`config.mk`:
```
export PLATFORM = sky130hd
export DESIGN_NAME = imem_loader
export DESIGN_NICKNAME = d
export VERILOG_FILES = /design/src/rtl/imem_loader.sv
export SDC_FILE = /design/constraint.sdc
export NUM_CORES = 1
export LEC_CHECK = 0
export ABC_AREA = 1
export BUFFER_PORTS_ARGS = -buffer_cell sky130_fd_sc_hd__buf_2
export CAP_MARGIN = 20
export CORE_MARGIN = 10
export CORE_UTILIZATION = 50
export CTS_CLUSTER_DIAMETER = 120
export CTS_CLUSTER_SIZE = 12
export DETAILED_ROUTE_END_ITERATION = 7
export PLACE_DENSITY = 0.85
export SYNTH_ARGS = -nofsm -noshare
export SYNTH_HDL_FRONTEND = slang
export SYNTH_SLANG_ARGS = --single-unit
export TNS_END_PERCENT = 30
```
`constraint.sdc`:
```
create_clock -name clk -period 7.25 [get_ports clk]
set_clock_uncertainty 0.2 [all_clocks]
set_input_delay 0.3625 -clock clk [delete_from_list [all_inputs] [get_ports clk]]
set_output_delay 0.3625 -clock clk [all_outputs]
set_load 0.02 [all_outputs]
```
`src/rtl/imem_loader.sv`:
```
// -----------------------------------------------------------------------------
// imem_loader
//
// Program loader for the byte-addressable instruction memory. It takes 32-bit
// instruction words from a valid/ready stream and writes each one as four
// bytes, big-endian, through the memory's byte write port. A fetch at byte
// address A then returns {mem[A], mem[A+1], mem[A+2], mem[A+3]}. While a load
// is in progress the CPU fetch stage is held off through cpu_hold.
//
// Parameters
//   MEM_SIZE    memory depth in bytes (valid addresses 0..MEM_SIZE-1)
//   CNT_W       width of word_count
//
// Ports
//   clk         rising-edge clock
//   rst         asynchronous, active-high reset
//   start       one-cycle pulse that begins a load (ignored while busy)
//   base_addr   byte address of the first word, sampled on start
//   word_count  number of words to load, sampled on start
//   in_valid    in_data carries a word
//   in_data     instruction word; [31:24] lands at the lowest address
//   in_ready    loader accepts a word this cycle
//   mem_we      byte write enable
//   mem_addr    byte write address
//   mem_wdata   byte write data
//   busy        load in progress (any state other than IDLE)
//   cpu_hold    copy of busy, stalls fetch
//   done        one-cycle pulse on successful completion
//   error       sticky error flag, cleared by the next accepted start or rst
//
// Every output is either a register or decoded from registered state only,
// so there is no combinational path from any input to any output.
// -----------------------------------------------------------------------------
module imem_loader #(
  parameter int MEM_SIZE = 511,
  parameter int CNT_W    = 16
) (
  input  logic             clk,
  input  logic             rst,
  input  logic             start,
  input  logic [31:0]      base_addr,
  input  logic [CNT_W-1:0] word_count,
  input  logic             in_valid,
  input  logic [31:0]      in_data,
  output logic             in_ready,
  output logic             mem_we,
  output logic [31:0]      mem_addr,
  output logic [7:0]       mem_wdata,
  output logic             busy,
  output logic             cpu_hold,
  output logic             done,
  output logic             error
);

  typedef enum logic [2:0] {
    S_IDLE,
    S_ACCEPT,
    S_WRITE,
    S_DONE,
    S_ERR
  } state_t;

  // Highest legal byte address, widened to 33 bits for the range check.
  localparam logic [32:0] LAST_ADDR = 33'(MEM_SIZE - 1);

  state_t           state_q, state_d;
  logic [31:0]      addr_q, addr_d;
  logic [CNT_W-1:0] remaining_q, remaining_d;
  logic [1:0]       idx_q, idx_d;
  logic [31:0]      data_q, data_d;
  logic             error_q, error_d;

  // The last byte of the word about to be accepted lives at addr+3. Doing the
  // add in 33 bits makes a base near 2^32 fail instead of wrapping to a small
  // (apparently legal) address.
  logic [32:0] word_end;
  logic        out_of_range;

  assign word_end     = {1'b0, addr_q} + 33'd3;
  assign out_of_range = (word_end > LAST_ADDR);

  // ---------------------------------------------------------------------------
  // State and datapath registers
  // ---------------------------------------------------------------------------
  always_ff @(posedge clk or posedge rst) begin
    if (rst) begin
      state_q     <= S_IDLE;
      addr_q      <= '0;
      remaining_q <= '0;
      idx_q       <= '0;
      data_q      <= '0;
      error_q     <= 1'b0;
    end else begin
      state_q     <= state_d;
      addr_q      <= addr_d;
      remaining_q <= remaining_d;
      idx_q       <= idx_d;
      data_q      <= data_d;
      error_q     <= error_d;
    end
  end

  // ---------------------------------------------------------------------------
  // Next-state logic
  // ---------------------------------------------------------------------------
  always_comb begin
    state_d     = state_q;
    addr_d      = addr_q;
    remaining_d = remaining_q;
    idx_d       = idx_q;
    data_d      = data_q;
    error_d     = error_q;

    case (state_q)
      S_IDLE: begin
        if (start) begin
          // Any start taken from IDLE clears the sticky flag; the misaligned
          // branch sets it straight back.
          error_d = 1'b0;
          if (base_addr[1:0] != 2'b00) begin
            error_d = 1'b1;
            state_d = S_ERR;
          end else if (word_count == '0) begin
            state_d = S_DONE;
          end else begin
            addr_d      = base_addr;
            remaining_d = word_count;
            state_d     = S_ACCEPT;
          end
        end
      end

      S_ACCEPT: begin
        // in_ready is 1 throughout ACCEPT, so in_valid alone is a handshake.
        if (in_valid) begin
          if (out_of_range) begin
            error_d = 1'b1;
            state_d = S_ERR;
          end else begin
            data_d  = in_data;
            idx_d   = 2'd0;
            state_d = S_WRITE;
          end
        end
      end

      S_WRITE: begin
        idx_d = idx_q + 2'd1;
        if (idx_q == 2'd3) begin
          addr_d      = addr_q + 32'd4;
          remaining_d = remaining_q - CNT_W'(1);
          state_d     = (remaining_q == CNT_W'(1)) ? S_DONE : S_ACCEPT;
        end
      end

      S_DONE:  state_d = S_IDLE;
      S_ERR:   state_d = S_IDLE;
      default: state_d = S_IDLE;
    endcase
  end

  // ---------------------------------------------------------------------------
  // Outputs, decoded from registered state
  // ---------------------------------------------------------------------------
  assign in_ready = (state_q == S_ACCEPT);
  assign mem_we   = (state_q == S_WRITE);
  assign busy     = (state_q != S_IDLE);
  assign cpu_hold = busy;
  assign done     = (state_q == S_DONE);
  assign error    = error_q;

  // Address and data are forced to zero outside WRITE so the port is quiet
  // when no write is happening.
  assign mem_addr = mem_we ? (addr_q + {30'b0, idx_q}) : 32'd0;

  always_comb begin
    mem_wdata = 8'd0;
    if (mem_we) begin
      case (idx_q)
        2'd0:    mem_wdata = data_q[31:24];
        2'd1:    mem_wdata = data_q[23:16];
        2'd2:    mem_wdata = data_q[15:8];
        default: mem_wdata = data_q[7:0];
      endcase
    end
  end

endmodule

```
==> results.cfg <==
[route]
wl_per_cell_um = 16.3
wirelength_mm = 20.5
dr.pass1.iters = 8
drc = 8
ant_nets = 0
routed_via_density = 5.57
vias = 7022
first_iter_violations = 611

[place]
dp_hpwl_mm = 15.5
dpl-instance-area_um2 = 7170
gp_congestion = 1.00
dpl_worst_slack_ns = 3.96
placedCellCount = 1243
port_buffers = 129

[pwr]
vdd_drop_max_mv = 0.140
total_power_mw = 1.99
power_density_nw_per_um2 = 266
leakagePower_nw = 3.54

[synth]
yosysSeqAreaShare = 0.333
synth-edff-count = 0
syn_area_um2 = 6450
synthFlopType = dfrtp_1
synth_nets = 1073
synth_common_cells = 218 x nand2_1, 137 x nor2_1, 123 x inv_1
synthTopCellsByArea = dfrtp_1 33%, nand2_1 13%, nor2_1 8.0%
synth_top_area_share = 0.333
synth_area_leader_cell = dfrtp_1
yosys.cell_types.count = 45
yosysMostFrequentCell = nand2_1
syn_inst = 977
ys_warn_count = 0
synthArstFlopShare = 1.00
syn_area_per_cell_um2 = 6.61
synth-seq-cells = 86

[timing]
finalHoldViolations = 0
setup_ws_ns = 3.66
relSlewSlack = 0.466
fin_hold_ws_ns = 0.0435
setup-tns-final_ns = 0
fin_crit_sh = 0.495
slew_viol_final = 0
max_freq_mhz = 279
setup_viol = 0
period_needed_ns = 3.59
max_slew.worst_pin.slew_ns = 0.801
rsz0062_at_grt = no

[die]
dieHeight_um = 134
start_util = 0.512
dieArea_um2 = 17900
die_w_um = 134
num_rows = 41
core_area_um2 = 12600
num_io_pins = 130

[clock_tree]
cts_resized = 0
cts_buffers = 9
clock_sinks = 86
postCtsSetupBuffers = 0
htreeDepth = 3
clk-insertion-delay-late_ns = 0.35
path_clk_slew_ns = 0.07
root_buffer = clkbuf_16
cts_tree = built
clockBufferDepth = 2

[critical_path]
path_cells = inv_1, nor2_4, nand2_4, nor2_1, inv_1, nor2_1, nor2_1, a2111oi_0, buf_2
crit_path_end_kind = output port
cpMaxStageDelayCell = a2111oi_0
critPathTopFamily = simple AND/OR/NAND/NOR gates
critical-path-max-stage-delay_ns = 0.67
crit_type = flip-flop to output port
critPathRequiredTime_ns = 6.69
crit_buf_inv = 3
startpoint_type = flip-flop
critPathArrivalTime_ns = 3.03
cpMostUsedCell = nor2_1
critPathMaxFanout = 7

[final_layout]
final_net_count = 1179
final_core_util = 0.591
postLayoutCellArea_um2 = 7460
final_cells = 1260
area_delta_synth_final_pct = 15.6
diodes = 0
drive_gt1_frac = 0.176

[global_route]
grt_max_degree = 87
overflow = 0
antenna_found_initial = 0
grt_pass1_vias = 6669
grtUsageTotal = 0.224
grt_pass1_wl_mm = 33.1

[hold_path]
hp-class = input pin to flip-flop

[flow_run]
drv_cap = 0

[run_status]
outcome = finished, violations left
violations = DRC
[power breakdown]
part | switching (mW) | internal [mW]
Sequential | 0.212 | 0.611
Combinational | 0.473 | 0.237
Clock | 0.206 | 0.246
[worst paths after layout]
path / from / to / slack (ns) / depth (start not counted)
setup / recovery: addr_q[2] / mem_addr[19] / 3.66 / 9
hold / removal: in_data[1] / data_q[1] / 0.04 / 3
setup reg to reg: addr_q[3] / data_q[16] / 3.79 / 14
hold reg to reg: error / error / 0.27 / 2
max in group asynchronous: rst / addr_q[11] / 5.34 / 4
min in group asynchronous: rst / remaining_q[12] / 0.43 / 3
[layout by cell type, fill, tap and decap left out, drive strengths merged, types with 11 or more instances in the layout]
cell type | netlist | routed
nand2 | 223 | 223
nor2 | 151 | 151
buf | 12 | 134
inv | 126 | 127
o21ai | 122 | 122
dfrtp | 86 | 86
a21oi | 49 | 49
nand3 | 48 | 48
nor3 | 23 | 23
xor2 | 17 | 17
o22ai | 11 | 11
o211ai | 11 | 11
ha | 11 | 11
clkbuf | 28 | 11
[state kept, by name, indices dropped and copies added, names as in the netlist]
| name | count |
|---|---|
| addr_q | 32 |
| data_q | 32 |
| remaining_q | 16 |
| state_q | 3 |
| idx_q | 2 |
| error | 1 |
[worst min-delay path: cells and delay by family]
kind                   cells  cell delay (ns)
buffers and inverters      2             0.13
AOI/OAI and AO/OA          1             0.06
[final cells by class]
class / count / area (um^2)
clock buffer: 11 / 243
sequential: 86 / 2150
clock inverter: 5 / 42.5
tap: 172 / 215
inverter: 127 / 478
timing repair buffer: 135 / 693
multi-input combinational: 724 / 3640
fill: 1205 / 5160
[per-layer routing]
metal | share of wire | up-vias | GRT usage
met2 | 0.48 | 326 | 0.377
met3 | 0.081 | 54 | 0.0526
met1 | 0.41 | 3217 | 0.274
met4 | 0.031 | 0 | 0.0792
met5 | 0 | - | 0
li1 | - | 3425 | -
[cells by family after synthesis]
kind of cell / share of synthesized area
AND/OR/NAND/NOR: 0.305
AO/OA/AOI/OAI: 0.208
buffers and inverters: 0.104
flip-flops: 0.333
XOR/XNOR: 0.0244
adder cells (fa/ha/maj): 0.0244
[what timing repair did]
action,CTS,global route
endpoints found under the setup margin,0,0
hold endpoints to repair,34,0
hold buffers,1,0
Power figures use the tool's default switching activity.
